$ cat src/rtl/mod_counter_pkg.sv
// Shared constants and helpers for the programmable mod-M counter family.
// Direction/mode encodings match the up_dn and one_shot input polarities.
package mod_counter_pkg;

  localparam logic DIR_UP       = 1'b1;
  localparam logic DIR_DOWN     = 1'b0;
  localparam logic MODE_WRAP    = 1'b0;
  localparam logic MODE_ONESHOT = 1'b1;

  // Smallest modulus that still produces a counting sequence.
  localparam int MOD_MIN = 2;

  function automatic logic [31:0] clamp_to_mod(input logic [31:0] value,
                                               input logic [31:0] mod);
    return (value >= mod) ? (mod - 32'd1) : value;
  endfunction

endpackage

$ cat src/rtl/mod_m_counter_prog.sv
// Programmable mod-M up/down counter with load, wrap/one-shot modes and a
// shadowed modulus that is only committed on a wrap or a load.
module mod_m_counter_prog
  import mod_counter_pkg::*;
#(
  parameter int M = 12,
  parameter int N = 4
) (
  input  logic         clk,
  input  logic         reset,
  input  logic         en,
  input  logic         up_dn,
  input  logic         one_shot,
  input  logic         load,
  input  logic [N-1:0] load_val,
  input  logic         mod_wr,
  input  logic [N-1:0] mod_val,
  output logic [N-1:0] count,
  output logic         complete_tick,
  output logic         done,
  output logic         mod_err,
  output logic [N-1:0] mod_act
);

  logic [N-1:0] pending;
  logic         pending_valid;
  logic [N-1:0] mod_eff;
  logic [N-1:0] term_up;
  logic [N-1:0] step_next;
  logic         at_wrap;
  logic         advance;
  logic         hits_term;
  logic         commit;
  logic         mod_ok;

  always_comb begin
    mod_eff   = pending_valid ? pending : mod_act;
    term_up   = mod_act - 1'b1;
    at_wrap   = (up_dn == DIR_UP) ? (count >= term_up) : (count == '0);
    advance   = en && !done && !load;
    step_next = '0;
    if (up_dn == DIR_UP) begin
      step_next = at_wrap ? '0 : count + 1'b1;
    end else begin
      step_next = at_wrap ? mod_eff - 1'b1 : count - 1'b1;
    end
    // A wrap step never lands on the terminal value, so only plain steps can finish a one-shot.
    hits_term = (one_shot == MODE_ONESHOT) && !at_wrap &&
                ((up_dn == DIR_UP) ? (step_next == term_up) : (step_next == '0));
    commit    = load || (advance && at_wrap);
    mod_ok    = (mod_val >= N'(MOD_MIN));
  end

  always_ff @(posedge clk or negedge reset) begin
    if (!reset) begin
      count         <= '0;
      complete_tick <= 1'b0;
      done          <= 1'b0;
    end else begin
      complete_tick <= 1'b0;
      if (load) begin
        count <= N'(clamp_to_mod(32'(load_val), 32'(mod_eff)));
        done  <= 1'b0;
      end else if (advance) begin
        count         <= step_next;
        complete_tick <= at_wrap || hits_term;
        if (hits_term) done <= 1'b1;
      end
      if (one_shot == MODE_WRAP) done <= 1'b0;
    end
  end

  always_ff @(posedge clk or negedge reset) begin
    if (!reset) begin
      mod_act       <= N'(M);
      pending       <= N'(M);
      pending_valid <= 1'b0;
      mod_err       <= 1'b0;
    end else begin
      mod_err <= mod_wr && !mod_ok;
      if (commit && pending_valid) begin
        mod_act       <= pending;
        pending_valid <= 1'b0;
      end
      // A write landing on the commit cycle stays pending for the next period.
      if (mod_wr && mod_ok) begin
        pending       <= mod_val;
        pending_valid <= 1'b1;
      end
    end
  end

endmodule
$ cat config.mk
export PLATFORM = sky130hd
export DESIGN_NAME = mod_m_counter_prog
export DESIGN_NICKNAME = d
export VERILOG_FILES = /design/src/rtl/mod_counter_pkg.sv /design/src/rtl/mod_m_counter_prog.sv
export SDC_FILE = /design/constraint.sdc
export NUM_CORES = 1
export LEC_CHECK = 0
export ABC_CLOCK_PERIOD_IN_PS = 3600
export BUFFER_PORTS_ARGS = -buffer_cell sky130_fd_sc_hd__buf_2
export CAP_MARGIN = 20
export CORE_UTILIZATION = 59
export DETAILED_ROUTE_END_ITERATION = 10
export GPL_TIMING_DRIVEN = 0
export PLACE_DENSITY = 0.84
export SETUP_SLACK_MARGIN = 0.02
export SLEW_MARGIN = 20
export SYNTH_ARGS = -nofsm -noshare
export SYNTH_HDL_FRONTEND = slang
export SYNTH_SLANG_ARGS = --single-unit
$ cat constraint.sdc
create_clock -name clk -period 3.6 [get_ports clk]
set_clock_uncertainty 0.05 [all_clocks]
set_input_delay 0 -clock clk [delete_from_list [all_inputs] [get_ports clk]]
set_output_delay 0 -clock clk [all_outputs]
set_load 0.005 [all_outputs]
==> metrics.md <==
| Metric | Value |
|---|---|
| Worst hold path class | `in2reg` |
| Row count | `17` |
| GRT overflow | `0` |
| Reg2Reg Depth | `11` |
| Yosys warns | `0` |
| FF-to-FF Start | `mod_act[0]` |
| Final setup TNS | `0 ps` |
| Peak VDD IR | `between 0.5 and 0.6 mV` |
| DRT Pass-1 Iters | `4` |
| Max clock buf depth | `2` |
| Synth top area share | `between 20% and 30%` |
| Storage cell area | `405 sq um` |
| Synth Area per Inst | `~9.6 sq um` |
| Die H | `a little over 50 microns` |
| Reg2reg end | `done` |
| Cts repair resizes | `0` |
| Worst slew pin tran | `408 ps` |
| DRT Wirelength | `~3.3 mm` |
| Worst Path Arrival | `3460 ps` |
| Critical Path RT | `about 3800 ps` |
| Outcome | `finished, final reports clean` |
| Critical path class | `reg2reg` |
| Most common cell after layout, fill and taps aside | `buf_2` |
| Commonest non-fill, non-tap cells in the layout | `buf_2, ha_1, dfrtp_1` |
| Power per cell area | `661 nW/um^2` |
| Starting DRT DRC Count | `29` |
| Startpoint Class | `flip-flop` |
| Yosys top cell by area | `dfrtp_1` |
| CP Capture Type | `flip-flop` |
| Leak Pwr | `between 0.7 and 0.8 nW` |
| Max Clock Freq | `between 300 and 400 MHz` |
| Netlist cell types | `44` |
| Initial core utilization | `62.8%` |
| Vias | `around 1,300` |
| Global Route Usage Sum | `28.5%` |
| Die area | `approximately 2600 sq um` |
| DRC violations left | `0` |
| Relative slew slack | `around 73%` |
| Synth Instances | `approximately 150` |
| Area of the core | `about 2200 sq um` |
| Area after DPL | `~1600 sq um` |
| DP HPWL | `roughly 2.4 mm` |
| Final Cell Area | `1710 sq um` |
| Vias in the first global route | `1,209` |
| Number of synthesized flops with an enable pin | `0` |
| H-Tree Depth | `1` |
| CP max FO | `6` |
| CTS Root Cell | `clkbuf_4` |
| Primary FF master, synth | `dfrtp_1` |
| RD Place Congestion | `between 0.9 and 1` |
| Flops & latches, synth | `16` |
| Inserted Clock Buffers | `3` |
| Syn Std Cell Area | `approximately 1400 sq um` |
| Syn Nets | `173` |
| RSZ-0062 raised after global routing | `false` |
| Final net count | `roughly 220` |
| I/O pin cnt | `26` |
| Clock Pin Slew Worst Setup and Hold Paths | `100 ps` |
| FFs w/ async S/R, synth | `100%` |
| Initial antenna violation count | `0` |
| Die Wd | `between 50 and 60 microns` |
| R2R setup slack | `between 300 and 400 ps` |
| Final setup viols | `0` |
| Final Hold Viols | `0` |
| Hold Path End | `count[0]` |
| Period utilisation layout | `approximately nine tenths` |
| Clock Sinks | `16` |
| Number of max-cap violations | `0` |
| Clock Latency Late Sink | `approximately 300 ps` |
| Final-layout fill cell count | `between 150 and 200` |
| Layout cells sized above 1 | `28.3%` |
| Port bufs | `25` |
| Worst hold path startpoint | `load_val[0]` |
| Area growth syn-to-layout | `23.0%` |
| Final ANT Viol Nets | `0` |
| Hold path depth | `3` |
| Routed length per instance | `~15 microns` |
| Fin. max-slew vios | `0` |
| Min cycle time layout | `roughly 3300 ps` |
| Sequential area share after synthesis | `around 29%` |
| Largest net degree at the start of global routing | `17` |
| Via/cell ratio | `5.98` |
| Global-route wire length before repair | `approximately 5.4 mm` |
| Post-layout util | `~77%` |
| N_diodes | `0` |
| Area of the multi-input gates | `~910 sq um` |
| CTS tree | `done` |
| Area contributors post-synth | `dfrtp_1, ha_1, dfstp_2` |
==> synthesized netlist by cell type (all sizes together) (3+ instances only) <==
library cell and instances:
ha 13, o21ai 13, dfrtp 12, nand2 9, a21oi 8, inv 7
mux2 7, mux2i 6, nor2 6, xnor2 6, buf 5, dfstp 4
nor2b 4, o211ai 4, o22ai 4, a211oi 3, a22o 3, nor3 3
xor2 3
==> cells by family (layout without fill, tap and decap cells) <==
| logic type | after synthesis | in the layout | synth area share (%) |
|---|---|---|---|
| XOR/XNOR | 9 | 9 | 5.67 |
| adder cells (fa/ha/maj) | 13 | 13 | 11.7 |
| AO/OA/AOI/OAI | 44 | 44 | 22.1 |
| AND/OR/NAND/NOR | 37 | 37 | 15.8 |
| buffers and inverters | 13 | 55 | 5.58 |
| flip-flops | 16 | 16 | 29.2 |
| multiplexers | 13 | 13 | 9.99 |
==> flip-flops by register name (all words and copies together), names as in the netlist <==
name / count
count: 4
mod_act: 4
pending: 4
complete_tick: 1
done: 1
mod_err: 1
pending_valid: 1
==> power breakdown <==
part / switching, mW / total, mW / internal (mW) / leakage (nW)
registers: 0.0588 / 0.289 / 0.231 / 0.189
clock network: 0.0621 / 0.124 / 0.0617 / 0.0210
logic: 0.372 / 0.716 / 0.344 / 0.581
total: 0.493 / 1.13 / 0.636 / 0.791
==> per-stage QoR <==
| step | power [mW] | hold slack, ps | worst slack, ps | instances |
|---|---|---|---|---|
| finish | 1.13 | 4.85 | 333 | 215 |
| global route | 1.22 | 13.5 | 22.5 | 215 |
| CTS | 1.08 | 0.566 | 366 | 212 |
| detailed placement | 0.951 | -119 | 901 | 198 |
| global placement | 0.930 | -124 | 936 | 198 |
| floorplan | 0.786 | -346 | 1200 | 145 |
==> per-layer routing <==
| metal | up-vias | global-route usage, % | part of all wire, % |
|---|---|---|---|
| met3 | 7 | 1.82 | 3.2 |
| met4 | 0 | 9.26 | 1.4 |
| met5 | - | 0 | 0 |
| met2 | 35 | 50.7 | 52 |
| met1 | 624 | 36.4 | 43 |
| li1 | 620 | - | - |
==> worst max-delay path by stage <==
| stage | from | to | depth (start not counted) |
|---|---|---|---|
| after global routing | mod_act[1] | done | 11 |
| after floorplan | pending_valid | count[3] | 11 |
| after detailed placement | mod_act[1] | complete_tick | 10 |
| final | mod_act[0] | done | 11 |
| after CTS | mod_act[0] | done | 12 |
| after global placement | mod_act[0] | complete_tick | 11 |
==> final cells by class <==
| type | count | area share (%) |
|---|---|---|
| plain buffers | 6 | 3.00 |
| clock buffers | 4 | 2.12 |
| inverters | 7 | 1.54 |
| multi-input cells | 116 | 53.1 |
| flip-flops and latches | 16 | 23.7 |
| well taps | 28 | 2.05 |
| repair buffers | 38 | 14.5 |
==> repair_timing <==
action	4_1_cts	5_1_grt
setup endpoints to repair	0	1
setup buffers	0	3
hold buffers	10	0
hold endpoints to repair	24	0
==> worst max-delay path, stage by stage (launching register included) <==
cell and delay, ps:
dfrtp_1 420, inv_1 120, ha_1 360, ha_1 300
o211ai_1 240, o211a_2 310, o311ai_1 150, o211ai_2 130
xor2_1 170, nand4_1 140, a32oi_1 230, dlygate4sd3_1 580
Power figures use the tool's default switching activity.
